[src/rtl/vga_pkg.sv]
// Shared screen timing, colour type and named colours for the video path.
// Imported by the scan generator, the compositor and every sprite block.
package vga_pkg;

    localparam int H_TOTAL      = 800;
    localparam int V_TOTAL      = 525;
    localparam int H_SYNC_START = 656;
    localparam int H_SYNC_END   = 751;
    localparam int V_SYNC_START = 490;
    localparam int V_SYNC_END   = 491;
    localparam int H_LAST       = 639;
    localparam int V_LAST       = 479;

    localparam int COLOR_W = 6;
    typedef logic [COLOR_W-1:0] color_t;

    localparam color_t BG_SKY = 6'b001011;
    localparam color_t BLACK  = 6'b000000;

endpackage

[src/rtl/vga_compositor.sv]
// Priority mux over the sprite layers plus the aligned pin output registers.
// Ports: clk/reset, sample strobe, active/sync decode in, layer draw/data in,
// registered rgb/hsync/vsync/video_on out.
module vga_compositor
    import vga_pkg::*;
#(
    parameter int     NUM_LAYERS = 4,
    parameter color_t BG_COLOR   = BG_SKY
) (
    input  logic                          clk,
    input  logic                          reset,
    input  logic                          sample,
    input  logic                          active,
    input  logic                          hsync_next,
    input  logic                          vsync_next,
    input  logic [NUM_LAYERS-1:0]         layer_draw,
    input  logic [COLOR_W*NUM_LAYERS-1:0] layer_data,
    output color_t                        rgb,
    output logic                          hsync,
    output logic                          vsync,
    output logic                          video_on
);

    color_t pick;

    // Walk from the lowest priority upwards so layer 0 wins last.
    always_comb begin
        pick = BG_COLOR;
        for (int i = NUM_LAYERS - 1; i >= 0; i--) begin
            if (layer_draw[i]) begin
                pick = layer_data[COLOR_W*i +: COLOR_W];
            end
        end
    end

    always_ff @(posedge clk) begin
        if (reset) begin
            rgb      <= BLACK;
            hsync    <= 1'b1;
            vsync    <= 1'b1;
            video_on <= 1'b0;
        end else if (sample) begin
            rgb      <= active ? pick : BLACK;
            hsync    <= hsync_next;
            vsync    <= vsync_next;
            video_on <= active;
        end
    end

endmodule

[src/rtl/vga_scan.sv]
// Raster generator: pixel phase, scan counters, sync decode, compositor.
// Ports: clk/reset, hcount/vcount/pix_en/frame_start to sprites,
// layer_draw/layer_data from sprites, rgb/hsync/vsync/video_on to the DAC.
module vga_scan
    import vga_pkg::*;
#(
    parameter int     CLK_DIV    = 4,
    parameter int     H_ACTIVE   = 640,
    parameter int     H_FP       = 16,
    parameter int     H_SYNC     = 96,
    parameter int     H_BP       = 48,
    parameter int     V_ACTIVE   = 480,
    parameter int     V_FP       = 10,
    parameter int     V_SYNC     = 2,
    parameter int     V_BP       = 33,
    parameter int     NUM_LAYERS = 4,
    parameter color_t BG_COLOR   = BG_SKY
) (
    input  logic                          clk,
    input  logic                          reset,
    output logic [9:0]                    hcount,
    output logic [9:0]                    vcount,
    output logic                          pix_en,
    output logic                          frame_start,
    input  logic [NUM_LAYERS-1:0]         layer_draw,
    input  logic [COLOR_W*NUM_LAYERS-1:0] layer_data,
    output logic [5:0]                    rgb,
    output logic                          hsync,
    output logic                          vsync,
    output logic                          video_on
);

    localparam int H_TOT = H_ACTIVE + H_FP + H_SYNC + H_BP;
    localparam int V_TOT = V_ACTIVE + V_FP + V_SYNC + V_BP;
    localparam int PW    = $clog2(CLK_DIV);

    localparam logic [PW-1:0] PH_LAST   = PW'(CLK_DIV - 1);
    localparam logic [PW-1:0] PH_SAMPLE = PW'(CLK_DIV - 2);

    localparam logic [9:0] H_MAX    = 10'(H_TOT - 1);
    localparam logic [9:0] V_MAX    = 10'(V_TOT - 1);
    localparam logic [9:0] H_ACT    = 10'(H_ACTIVE);
    localparam logic [9:0] V_ACT    = 10'(V_ACTIVE);
    localparam logic [9:0] HS_START = 10'(H_ACTIVE + H_FP);
    localparam logic [9:0] HS_END   = 10'(H_ACTIVE + H_FP + H_SYNC - 1);
    localparam logic [9:0] VS_START = 10'(V_ACTIVE + V_FP);
    localparam logic [9:0] VS_END   = 10'(V_ACTIVE + V_FP + V_SYNC - 1);

    logic [PW-1:0] phase;
    logic          active;
    logic          hsync_next;
    logic          vsync_next;
    logic          sample;

    always_ff @(posedge clk) begin
        if (reset) begin
            phase <= '0;
        end else if (phase == PH_LAST) begin
            phase <= '0;
        end else begin
            phase <= phase + PW'(1);
        end
    end

    assign pix_en      = (phase == PH_LAST);
    assign frame_start = pix_en && (hcount == H_MAX) && (vcount == V_MAX);

    always_ff @(posedge clk) begin
        if (reset) begin
            hcount <= '0;
            vcount <= '0;
        end else if (pix_en) begin
            if (hcount == H_MAX) begin
                hcount <= '0;
                vcount <= (vcount == V_MAX) ? 10'd0 : vcount + 10'd1;
            end else begin
                hcount <= hcount + 10'd1;
            end
        end
    end

    assign active     = (hcount < H_ACT) && (vcount < V_ACT);
    assign hsync_next = !((hcount >= HS_START) && (hcount <= HS_END));
    assign vsync_next = !((vcount >= VS_START) && (vcount <= VS_END));

    // One clk before the pixel's last phase, so pins update with pix_en.
    assign sample = (phase == PH_SAMPLE);

    vga_compositor #(
        .NUM_LAYERS (NUM_LAYERS),
        .BG_COLOR   (BG_COLOR)
    ) u_comp (
        .clk        (clk),
        .reset      (reset),
        .sample     (sample),
        .active     (active),
        .hsync_next (hsync_next),
        .vsync_next (vsync_next),
        .layer_draw (layer_draw),
        .layer_data (layer_data),
        .rgb        (rgb),
        .hsync      (hsync),
        .vsync      (vsync),
        .video_on   (video_on)
    );

endmodule

[config.mk]
export PLATFORM = sky130hd
export DESIGN_NAME = vga_scan
export DESIGN_NICKNAME = d
export VERILOG_FILES = /design/src/rtl/vga_pkg.sv /design/src/rtl/vga_compositor.sv /design/src/rtl/vga_scan.sv
export SDC_FILE = /design/constraint.sdc
export NUM_CORES = 1
export LEC_CHECK = 0
export CAP_MARGIN = 10
export CORE_ASPECT_RATIO = 1.5
export CORE_MARGIN = 1
export CORE_UTILIZATION = 44
export CTS_CLUSTER_SIZE = 25
export DETAILED_ROUTE_END_ITERATION = 10
export PLACE_DENSITY = 0.91
export SLEW_MARGIN = 20
export SYNTH_ARGS = -nofsm -noshare
export SYNTH_HDL_FRONTEND = slang
export SYNTH_SLANG_ARGS = --single-unit
[constraint.sdc]
create_clock -name clk -period 2.8 [get_ports clk]
set_input_delay 0.28 -clock clk [delete_from_list [all_inputs] [get_ports clk]]
set_output_delay 0.28 -clock clk [all_outputs]
set_load 0.03 [all_outputs]
==> metrics.yaml <==
drt:
  vias: 1645
  viasPerCell: 5.595
  wl_um: 4161
  route.detailed.drc: 0
  postRouteAntennaNets: 0
  dr.first_iter.drc_count: 47
  drtPass1Iterations: 4
  routedWlPerCell_um: 14.15
power_and_ir_drop:
  peakVddDrop_uv: 387.1
  cellPowerDensity_nw_per_um2: 417.8
  leakagePower_nw: 0.8355
clock_tree:
  clkTransAtPathRegs_ps: 60
  cts_root_buffer: "clkbuf_8"
  cts.path.max_buffers: 2
  ctsHtreeMaxLevel: 2
  clk_latency_ps: 290
  numCtsBuffers: 5
  cts_tree: "built"
  cts.hold.buffers_added: 0
  clkSinkCount: 31
setup_path:
  worstSetupStartpointType: "register"
  worstSetupPathType: "reg -> out"
  rrSetupSlack_ps: 600
  cp.required_ps: 2520
  cp_max_fo: 10
  end_kind: "output pin"
  cp.arrival_ps: 2250
final_layout:
  final_common_cell: "clkdlybuf4s50_1"
  mostFrequentLayoutCells: "clkdlybuf4s50_1 (59), dfxtp_1 (31), nor2_1 (13), xnor2_1 (12)"
  fin_nets: 287
  syn_to_final_growth_pct: 44.24
  antennaDiodeCount: 0
  layout-drive-gt1-share_pct: 6.746
  n_fill_cell: 274
timing:
  setup_viol: 0
  hold_viol: 0
  layout_setup_ws_ps: 270.5
  max-slew-margin-rel_pct: 54.61
  rsz0062_at_grt: "no"
  skew_ps: 7.989
  fmax_mhz: 395.3
  tightest_slew_ps: 677.1
  fin_crit_ps: 2530
  finalSetupTns_ps: 0
  finalMaxSlewViolations: 0
  fin_crit_sh_pct: 90.34
run_status:
  outcome: "finished, final reports clean"
floorplanning:
  die_h_um: 77.04
  start_util_pct: 47.45
  die_w_um: 52.03
  coreArea_sq_um: 3481
  io_pins: 61
  die_area_sq_um: 4008
  row_count: 26
placed_design:
  place_ws_ps: 322.1
  gp_congestion: 0.8532
  io_buffers: 60
  hpwl_um: 3079
yosys:
  synth_area_sq_um: 1652
  synth-seq-cells: 31
  syn_area_per_cell_sq_um: 8.739
  async_reset_ff_share_pct: 0
  yosysUniqueCellTypes: 41
  synth_edf_count: 0
  synth-main-ff-cell: "dfxtp_1"
  syn_nets: 225
  yosysSeqAreaShare_pct: 37.58
  yosysWarnings: 0
  syn_inst: 189
job:
  cap_viol_max_count: 0
grt:
  grt_start_max_net_pins: 20
  track_usage_pct: 22.59
  grt_pass1_vias: 1554
  grt_pass1_wl_um: 6858
  overflow: 0
  antenna_found_initial: 0
min_path:
  hold_path.class: "reg -> reg"
==> cell type report <==
type,instances,area [sq um],area share (%)
inverter,8,30.03,1.261
multi-input combinational,143,964.7,40.49
tap,42,52.55,2.206
sequential,31,620.6,26.05
clock buffer,8,100.1,4.202
timing repair buffer,62,614.3,25.79
==> kinds of logic after synthesis <==
logic type	after synthesis	synth area share [%]
AOI/OAI and AO/OA	38	15.38
xor gates and xnor gates	15	7.955
adders and majority gates	6	4.545
buffers and inverters	15	4.015
DFF	31	37.58
and+or+nand+nor	84	30.53
==> sequential cells by signal, summed over array words and instances (netlist names) <==
signal,count
hcount,10
phase,2
u_comp.hsync,1
u_comp.rgb,6
u_comp.video_on,1
u_comp.vsync,1
vcount,10
==> repair_timing <==
| action | in CTS | in global routing |
|---|---|---|
| setup buffers | 0 | 0 |
| setup endpoints to repair | 1 | 0 |
| resized for setup | 1 | 0 |
==> synthesized netlist by cell type (2+ instances only) <==
cell,count,area (sq um)
nor4_1,6,37.54
o21ai_0,8,40.04
nor2_1,13,48.80
nand4_1,4,25.02
nand2_1,10,37.54
nor2b_1,4,25.02
inv_1,8,30.03
a21oi_1,11,55.05
nand3b_1,2,15.01
ha_1,6,75.07
xor2_1,3,26.28
buf_2,2,10.01
clkbuf_1,4,15.01
o31ai_1,3,22.52
o22ai_1,4,25.02
nand3_1,10,50.05
a32o_1,3,30.03
nor3_1,11,55.05
xnor2_1,12,105.1
a22o_1,4,35.03
nand4b_1,2,17.52
a221oi_1,2,17.52
nand2b_1,7,43.79
or3_1,3,18.77
dfxtp_1,31,620.6
==> worst max-delay path, stage by stage, from the launching register on <==
cell and delay, ps:
dfxtp_1 450, ha_1 280, nand4_4 190, or3_1 510
nor2_1 140, dlygate4sd2_1 400
==> worst paths after layout <==
check,start,to,depth (start not counted)
max,hcount[0],frame_start,5
min,u_comp.video_on,u_comp.video_on,2
max reg2reg,hcount[0],vcount[7],5
min reg2reg,u_comp.video_on,u_comp.video_on,2
==> where the power goes <==
part	internal [mW]	switching, mW
Combinational	0.0793	0.0678
Sequential	0.455	0.00998
Clock	0.224	0.160
==> per-layer routing <==
layer	part of all wire, %	wire (um)	vias up	global-route usage, %
met5	0	0	-	0
met4	1.7	72	0	9.459
met3	4.5	186	6	6.349
met2	52	2171	53	38.08
met1	42	1730	772	25.58
li1	-	-	814	-
==> per-stage QoR <==
step	std cells	util (%)	hold WS (ps)	power, mW	instance area, sq um
floorplan	189	-	427.0	0.5445	1652
global placement	286	65.60	435.3	0.6170	2283
detailed placement	286	65.60	449.8	0.6203	2283
CTS	294	68.44	475.7	1.004	2382
global route	294	68.44	490.5	1.030	2382
finish	294	68.44	480.4	0.9954	2382
Power figures use the tool's default switching activity.
